$ cat src/rtl/mem_access_unit_if.sv
// Bundle of CPU-side request signals and data-memory strobes for mem_access_unit.
// The slave modport is the unit itself; master is whatever drives it (CPU + memory).
interface mem_access_unit_if;
    logic       req_read;
    logic       req_write;
    logic [7:0] req_addr;
    logic [7:0] req_wdata;
    logic       stall;
    logic [7:0] rdata;
    logic       rdata_valid;
    logic       wr_done;
    logic       mem_read;
    logic       mem_write;
    logic [7:0] mem_addr;
    logic [7:0] mem_wdata;
    logic [7:0] mem_rdata;
    logic       mem_busy;
    logic       timeout_err;

    modport slave (
        input  req_read, req_write, req_addr, req_wdata, mem_rdata, mem_busy,
        output stall, rdata, rdata_valid, wr_done, mem_read, mem_write,
        output mem_addr, mem_wdata, timeout_err
    );

    modport master (
        output req_read, req_write, req_addr, req_wdata, mem_rdata, mem_busy,
        input  stall, rdata, rdata_valid, wr_done, mem_read, mem_write,
        input  mem_addr, mem_wdata, timeout_err
    );
endinterface

$ cat src/rtl/mem_access_unit.sv
// Serialises CPU loads/stores onto a busy-handshaked data memory, stalling the core meanwhile.
// Optional abort of hung accesses is compiled in with `define MAU_TIMEOUT_EN.
module mem_access_unit #(
    parameter int TIMEOUT_CYCLES = 255
) (
    input  logic             clk,
    input  logic             rst,
    mem_access_unit_if.slave bus
);

    typedef enum logic [1:0] {IDLE, REQ, WAIT, DONE} state_e;

    state_e     state_q, state_d;
    logic       opRead_q, opRead_d;
    logic       opWrite_q, opWrite_d;
    logic [7:0] memAddr_q, memAddr_d;
    logic [7:0] memWdata_q, memWdata_d;
    logic [7:0] rdata_q, rdata_d;
    logic       anyReq;
    logic       active;
    logic       timeoutHit;

    assign anyReq = bus.req_read | bus.req_write;
    assign active = (state_q == REQ) || (state_q == WAIT);

`ifdef MAU_TIMEOUT_EN
    localparam logic [7:0] TimeoutLast = 8'(TIMEOUT_CYCLES - 1);

    logic [7:0] cnt_q, cnt_d;
    logic       timeoutErr_q, timeoutErr_d;

    // Counter is held at zero in IDLE so it starts fresh on every REQ entry
    always_comb begin
        cnt_d        = cnt_q;
        timeoutErr_d = timeoutErr_q | timeoutHit;
        if (state_q == IDLE) begin
            cnt_d = '0;
        end else if (active) begin
            cnt_d = cnt_q + 8'd1;
        end
    end

    always_ff @(posedge clk or posedge rst) begin
        if (rst) begin
            cnt_q        <= '0;
            timeoutErr_q <= 1'b0;
        end else begin
            cnt_q        <= cnt_d;
            timeoutErr_q <= timeoutErr_d;
        end
    end

    assign timeoutHit      = active && (cnt_q == TimeoutLast);
    assign bus.timeout_err = timeoutErr_q;
`else
    logic unusedTimeoutParam;

    assign unusedTimeoutParam = (TIMEOUT_CYCLES != 0);
    assign timeoutHit         = 1'b0;
    assign bus.timeout_err    = 1'b0;
`endif

    always_comb begin
        state_d    = state_q;
        opRead_d   = opRead_q;
        opWrite_d  = opWrite_q;
        memAddr_d  = memAddr_q;
        memWdata_d = memWdata_q;
        rdata_d    = rdata_q;
        case (state_q)
            IDLE: begin
                // A simultaneous load/store is treated as a load only
                if (anyReq) begin
                    state_d    = REQ;
                    opRead_d   = bus.req_read;
                    opWrite_d  = bus.req_write & ~bus.req_read;
                    memAddr_d  = bus.req_addr;
                    memWdata_d = bus.req_wdata;
                end
            end
            REQ: begin
                if (bus.mem_busy) begin
                    state_d = WAIT;
                end
            end
            WAIT: begin
                if (!bus.mem_busy) begin
                    state_d = DONE;
                    if (opRead_q) begin
                        rdata_d = bus.mem_rdata;
                    end
                end
            end
            DONE: begin
                state_d = IDLE;
            end
            default: begin
                state_d = IDLE;
            end
        endcase
        // An expired access completes normally but with a poisoned load value
        if (timeoutHit) begin
            state_d = DONE;
            if (opRead_q) begin
                rdata_d = 8'hFF;
            end
        end
    end

    always_ff @(posedge clk or posedge rst) begin
        if (rst) begin
            state_q    <= IDLE;
            opRead_q   <= 1'b0;
            opWrite_q  <= 1'b0;
            memAddr_q  <= '0;
            memWdata_q <= '0;
            rdata_q    <= '0;
        end else begin
            state_q    <= state_d;
            opRead_q   <= opRead_d;
            opWrite_q  <= opWrite_d;
            memAddr_q  <= memAddr_d;
            memWdata_q <= memWdata_d;
            rdata_q    <= rdata_d;
        end
    end

    // Strobes and pulses decode from state so reset kills them without waiting for a clock
    assign bus.mem_read    = active & opRead_q;
    assign bus.mem_write   = active & opWrite_q;
    assign bus.mem_addr    = memAddr_q;
    assign bus.mem_wdata   = memWdata_q;
    assign bus.rdata       = rdata_q;
    assign bus.rdata_valid = (state_q == DONE) & opRead_q;
    assign bus.wr_done     = (state_q == DONE) & opWrite_q;
    assign bus.stall       = active || ((state_q == IDLE) && anyReq);

endmodule

$ cat src/flat_wrapper.sv
// flat-port wrapper written by rule: the top's interface ports become plain ports
module mem_access_unit_flat 
#(
    parameter int TIMEOUT_CYCLES = 255
)
  (clk, rst, bus_req_read, bus_req_write, bus_req_addr, bus_req_wdata, bus_mem_rdata, bus_mem_busy, bus_stall, bus_rdata, bus_rdata_valid, bus_wr_done, bus_mem_read, bus_mem_write, bus_mem_addr, bus_mem_wdata, bus_timeout_err);
  mem_access_unit_if bus_i ();
  input  logic clk;
  input  logic rst;
  input wire logic [$bits(bus_i.req_read)-1:0] bus_req_read;
  input wire logic [$bits(bus_i.req_write)-1:0] bus_req_write;
  input wire logic [$bits(bus_i.req_addr)-1:0] bus_req_addr;
  input wire logic [$bits(bus_i.req_wdata)-1:0] bus_req_wdata;
  input wire logic [$bits(bus_i.mem_rdata)-1:0] bus_mem_rdata;
  input wire logic [$bits(bus_i.mem_busy)-1:0] bus_mem_busy;
  output wire logic [$bits(bus_i.stall)-1:0] bus_stall;
  output wire logic [$bits(bus_i.rdata)-1:0] bus_rdata;
  output wire logic [$bits(bus_i.rdata_valid)-1:0] bus_rdata_valid;
  output wire logic [$bits(bus_i.wr_done)-1:0] bus_wr_done;
  output wire logic [$bits(bus_i.mem_read)-1:0] bus_mem_read;
  output wire logic [$bits(bus_i.mem_write)-1:0] bus_mem_write;
  output wire logic [$bits(bus_i.mem_addr)-1:0] bus_mem_addr;
  output wire logic [$bits(bus_i.mem_wdata)-1:0] bus_mem_wdata;
  output wire logic [$bits(bus_i.timeout_err)-1:0] bus_timeout_err;
  assign bus_i.req_read = bus_req_read;
  assign bus_i.req_write = bus_req_write;
  assign bus_i.req_addr = bus_req_addr;
  assign bus_i.req_wdata = bus_req_wdata;
  assign bus_i.mem_rdata = bus_mem_rdata;
  assign bus_i.mem_busy = bus_mem_busy;
  assign bus_stall = bus_i.stall;
  assign bus_rdata = bus_i.rdata;
  assign bus_rdata_valid = bus_i.rdata_valid;
  assign bus_wr_done = bus_i.wr_done;
  assign bus_mem_read = bus_i.mem_read;
  assign bus_mem_write = bus_i.mem_write;
  assign bus_mem_addr = bus_i.mem_addr;
  assign bus_mem_wdata = bus_i.mem_wdata;
  assign bus_timeout_err = bus_i.timeout_err;
  mem_access_unit #(.TIMEOUT_CYCLES(TIMEOUT_CYCLES)) u_core (.clk(clk), .rst(rst), .bus(bus_i));
endmodule
$ cat config.mk
export PLATFORM = sky130hd
export DESIGN_NAME = mem_access_unit_flat
export DESIGN_NICKNAME = d
export VERILOG_FILES = /design/src/rtl/mem_access_unit_if.sv /design/src/rtl/mem_access_unit.sv /design/src/flat_wrapper.sv
export SDC_FILE = /design/constraint.sdc
export NUM_CORES = 1
export LEC_CHECK = 0
export CAP_MARGIN = 0
export CORE_MARGIN = 2
export CORE_UTILIZATION = 43
export DETAILED_ROUTE_END_ITERATION = 16
export MAX_ROUTING_LAYER = met4
export PLACE_DENSITY_LB_ADDON = 0.08
export SLEW_MARGIN = 40
export SYNTH_ARGS = -nofsm -noshare
export SYNTH_HDL_FRONTEND = slang
export SYNTH_SLANG_ARGS = --single-unit
$ cat constraint.sdc
create_clock -name clk -period 3.6 [get_ports clk]
set_input_delay 0.36 -clock clk [delete_from_list [all_inputs] [get_ports clk]]
set_output_delay 0.36 -clock clk [all_outputs]
set_load 0.03 [all_outputs]
==> out/results.txt <==
DP Area = 1800 um^2
FF+latch count, synth = 28
Final instance area = 1830 um^2
Die height = 57.0 um
Data arrival time of the worst path = 1.98 ns
Vias/cell = 4.91
Synth Net Count = 118
Worst setup margin = 1.26 ns
Clock transition at path regs = 0.14 ns
Commonest cells after routing, fill and taps aside = 57 x clkdlybuf4s50_1, 28 x dfrtp_1, 17 x mux2_1, 8 x mux2_2, 6 x ha_1
I/O Buffers = 57
Crit Path Class = flip-flop to output port
Die width = 57.0 um
Top cells by area, synth = dfrtp_1 58%, mux2_1 16%, mux2_2 7.5%, ha_1 6.2%, and2_1 2.1%
Vias in the first global route = 870
Yosys warnings = 0
Total power = 1.75 mW
I/O pin cnt = 59
Slew Limit Fails = 0
Least-Margin Pin Slew = 0.567 ns
DIE AREA = 3250 um^2
Routed via count = 845
WL/cell = 13.8 um
Pin count of the biggest net entering global routing = 29
Dominant cell type by area after synthesis = dfrtp_1
1st-iter DRT viols = 12
Top cell type's share of synthesized area = 58.0%
Core area = 2710 um^2
Clk buf depth = 2
Post-CTS setup buffer count = 0
Syn Inst Count = 83
CTS buffer count = 3
Min Hold Slack = 0.406 ns
Detail Route Antenna Nets = 0
Gr usage total = 16.4%
Commonest non-fill, non-tap cell in the layout = clkdlybuf4s50_1
Cts repair resizes = 0
CTS tree = yes
Class of the worst hold path = input port to asynchronous set/reset pin
Fin Clk Skew = 0.0128 ns
Final Hold Fails = 0
Avg Cell Area, Syn = 14.5 um^2
Register area share after synthesis = 58.0%
Rows = 19
TNS Setup = 0 ns
Max Fclk = 0.427 GHz
Crit share post-route = 65.1%
R2R depth = 5
Residual DRC count = 0
Maximum fanout along the worst path = 5
RD Place Congestion = 0.775
Cts hold-fix bufs = 0
Final std cells w/o fill = 172
Clk sinks = 28
First-pass GRT wire length = 4010 um
Pleak = 0.807 nW
Nets@finish = 178
CP Capture Type = output port
Placed Instances = 169
Final setup violation count = 0
Initial antenna violation count = 0
Req. time, crit path = 3.24 ns
Util after Layout = 67.4%
HPWL Detailed = 1850 um
Dpl ws = 1.53 ns
Final wirelength = 2380 um
Max Cap Viol = 0
Area growth syn-to-layout = 51.3%
Cell variety after synth = 18
Diodes inserted = 0
Worst Setup Start Kind = flip-flop
# H-tree levels = 1
Layout cells sized above 1 = 10.6%
First-pass DRT Iterations = 2
Unrepaired setup endpoints after global routing = false
Worst skew pair latency = 0.31 ns
Root buffer cell = clkbuf_4
Starting density of the core = 44.6%
Max-slew headroom = 62.1%
Pwr dens = 959 nW/um^2
Status = completed
Mapped Area = 1210 um^2
Grt ovf = 0
Tmin final = 2.34 ns
Filler cell count = 218
VDD IR-drop max = 0.770 mV
## registers in the layout, summed over array words and instances (netlist names)
name                  flops
u_core.state_q            2
u_core.bus.mem_wdata      8
u_core.bus.mem_addr       8
u_core.opWrite_q          1
u_core.bus.rdata          8
u_core.opRead_q           1
## power breakdown
| part | internal, mW | total (mW) | switching (mW) |
|---|---|---|---|
| registers | 0.476 | 0.568 | 0.0918 |
| clock network | 0.0390 | 0.118 | 0.0794 |
| logic | 0.492 | 1.07 | 0.573 |
## Yosys cell counts
| master | instances |
|---|---|
| nand2b_1 | 1 |
| buf_4 | 2 |
| nand2_1 | 4 |
| o21ai_1 | 1 |
| inv_1 | 3 |
| nor2b_1 | 1 |
| and2_1 | 4 |
| mux2_2 | 8 |
| mux2_1 | 17 |
| conb_1 | 1 |
| mux2i_1 | 1 |
| ha_1 | 6 |
| a221oi_2 | 1 |
| buf_2 | 1 |
| nand3b_4 | 1 |
| dfrtp_1 | 28 |
| o21ai_0 | 1 |
| nor2_1 | 2 |
## final timing paths
check	from	to	slack (ns)
worst max-delay path	u_core.state_q[0]	bus_stall	1.26
worst min-delay path	rst	u_core.bus.rdata[5]	0.41
worst max register to register	u_core.state_q[1]	u_core.bus.mem_wdata[4]	1.95
worst min register to register	u_core.bus.mem_addr[6]	u_core.bus.mem_addr[6]	0.51
max in group asynchronous	rst	u_core.bus.mem_addr[7]	2.81
min in group clk	u_core.bus.mem_addr[6]	u_core.bus.mem_addr[6]	0.51
## final cells by class
class	count	area [um^2]	area share (%)
Tap cell	31	38.8	2.12
Sequential cell	28	701	38.4
Timing Repair Buffer	58	578	31.6
Inverter	3	11.3	0.616
Clock buffer	3	22.5	1.23
Multi-Input combinational cell	49	475	26.0
## per-layer routing
metal / vias to the layer above / share of wire [%] / track usage [%]
met3: 4 / 7.7 / 2.95
met5: - / 0 / -
met2: 40 / 48 / 26.3
met4: 0 / 1.3 / 6.98
li1: 395 / - / -
met1: 406 / 43 / 20.6
## worst max-delay path, stage by stage (launching register included)
cell and delay, ns:
dfrtp_1 0.43, inv_1 0.17, ha_1 0.24, o21ai_1 0.10, nand2b_1 0.08, clkdlybuf4s50_1 0.66
## kinds of logic (layout without fill, tap and decap cells)
| family | Yosys count | in the layout | synth area share [%] |
|---|---|---|---|
| flops | 28 | 28 | 58.0 |
| other cells | 1 | 1 | 0.311 |
| buf+inv | 6 | 64 | 2.59 |
| compound gates | 3 | 3 | 2.07 |
| fa+ha+maj | 6 | 6 | 6.22 |
| mux | 26 | 26 | 24.1 |
| simple gates | 13 | 13 | 6.63 |
Note: power is estimated with default switching activity, not from simulation.
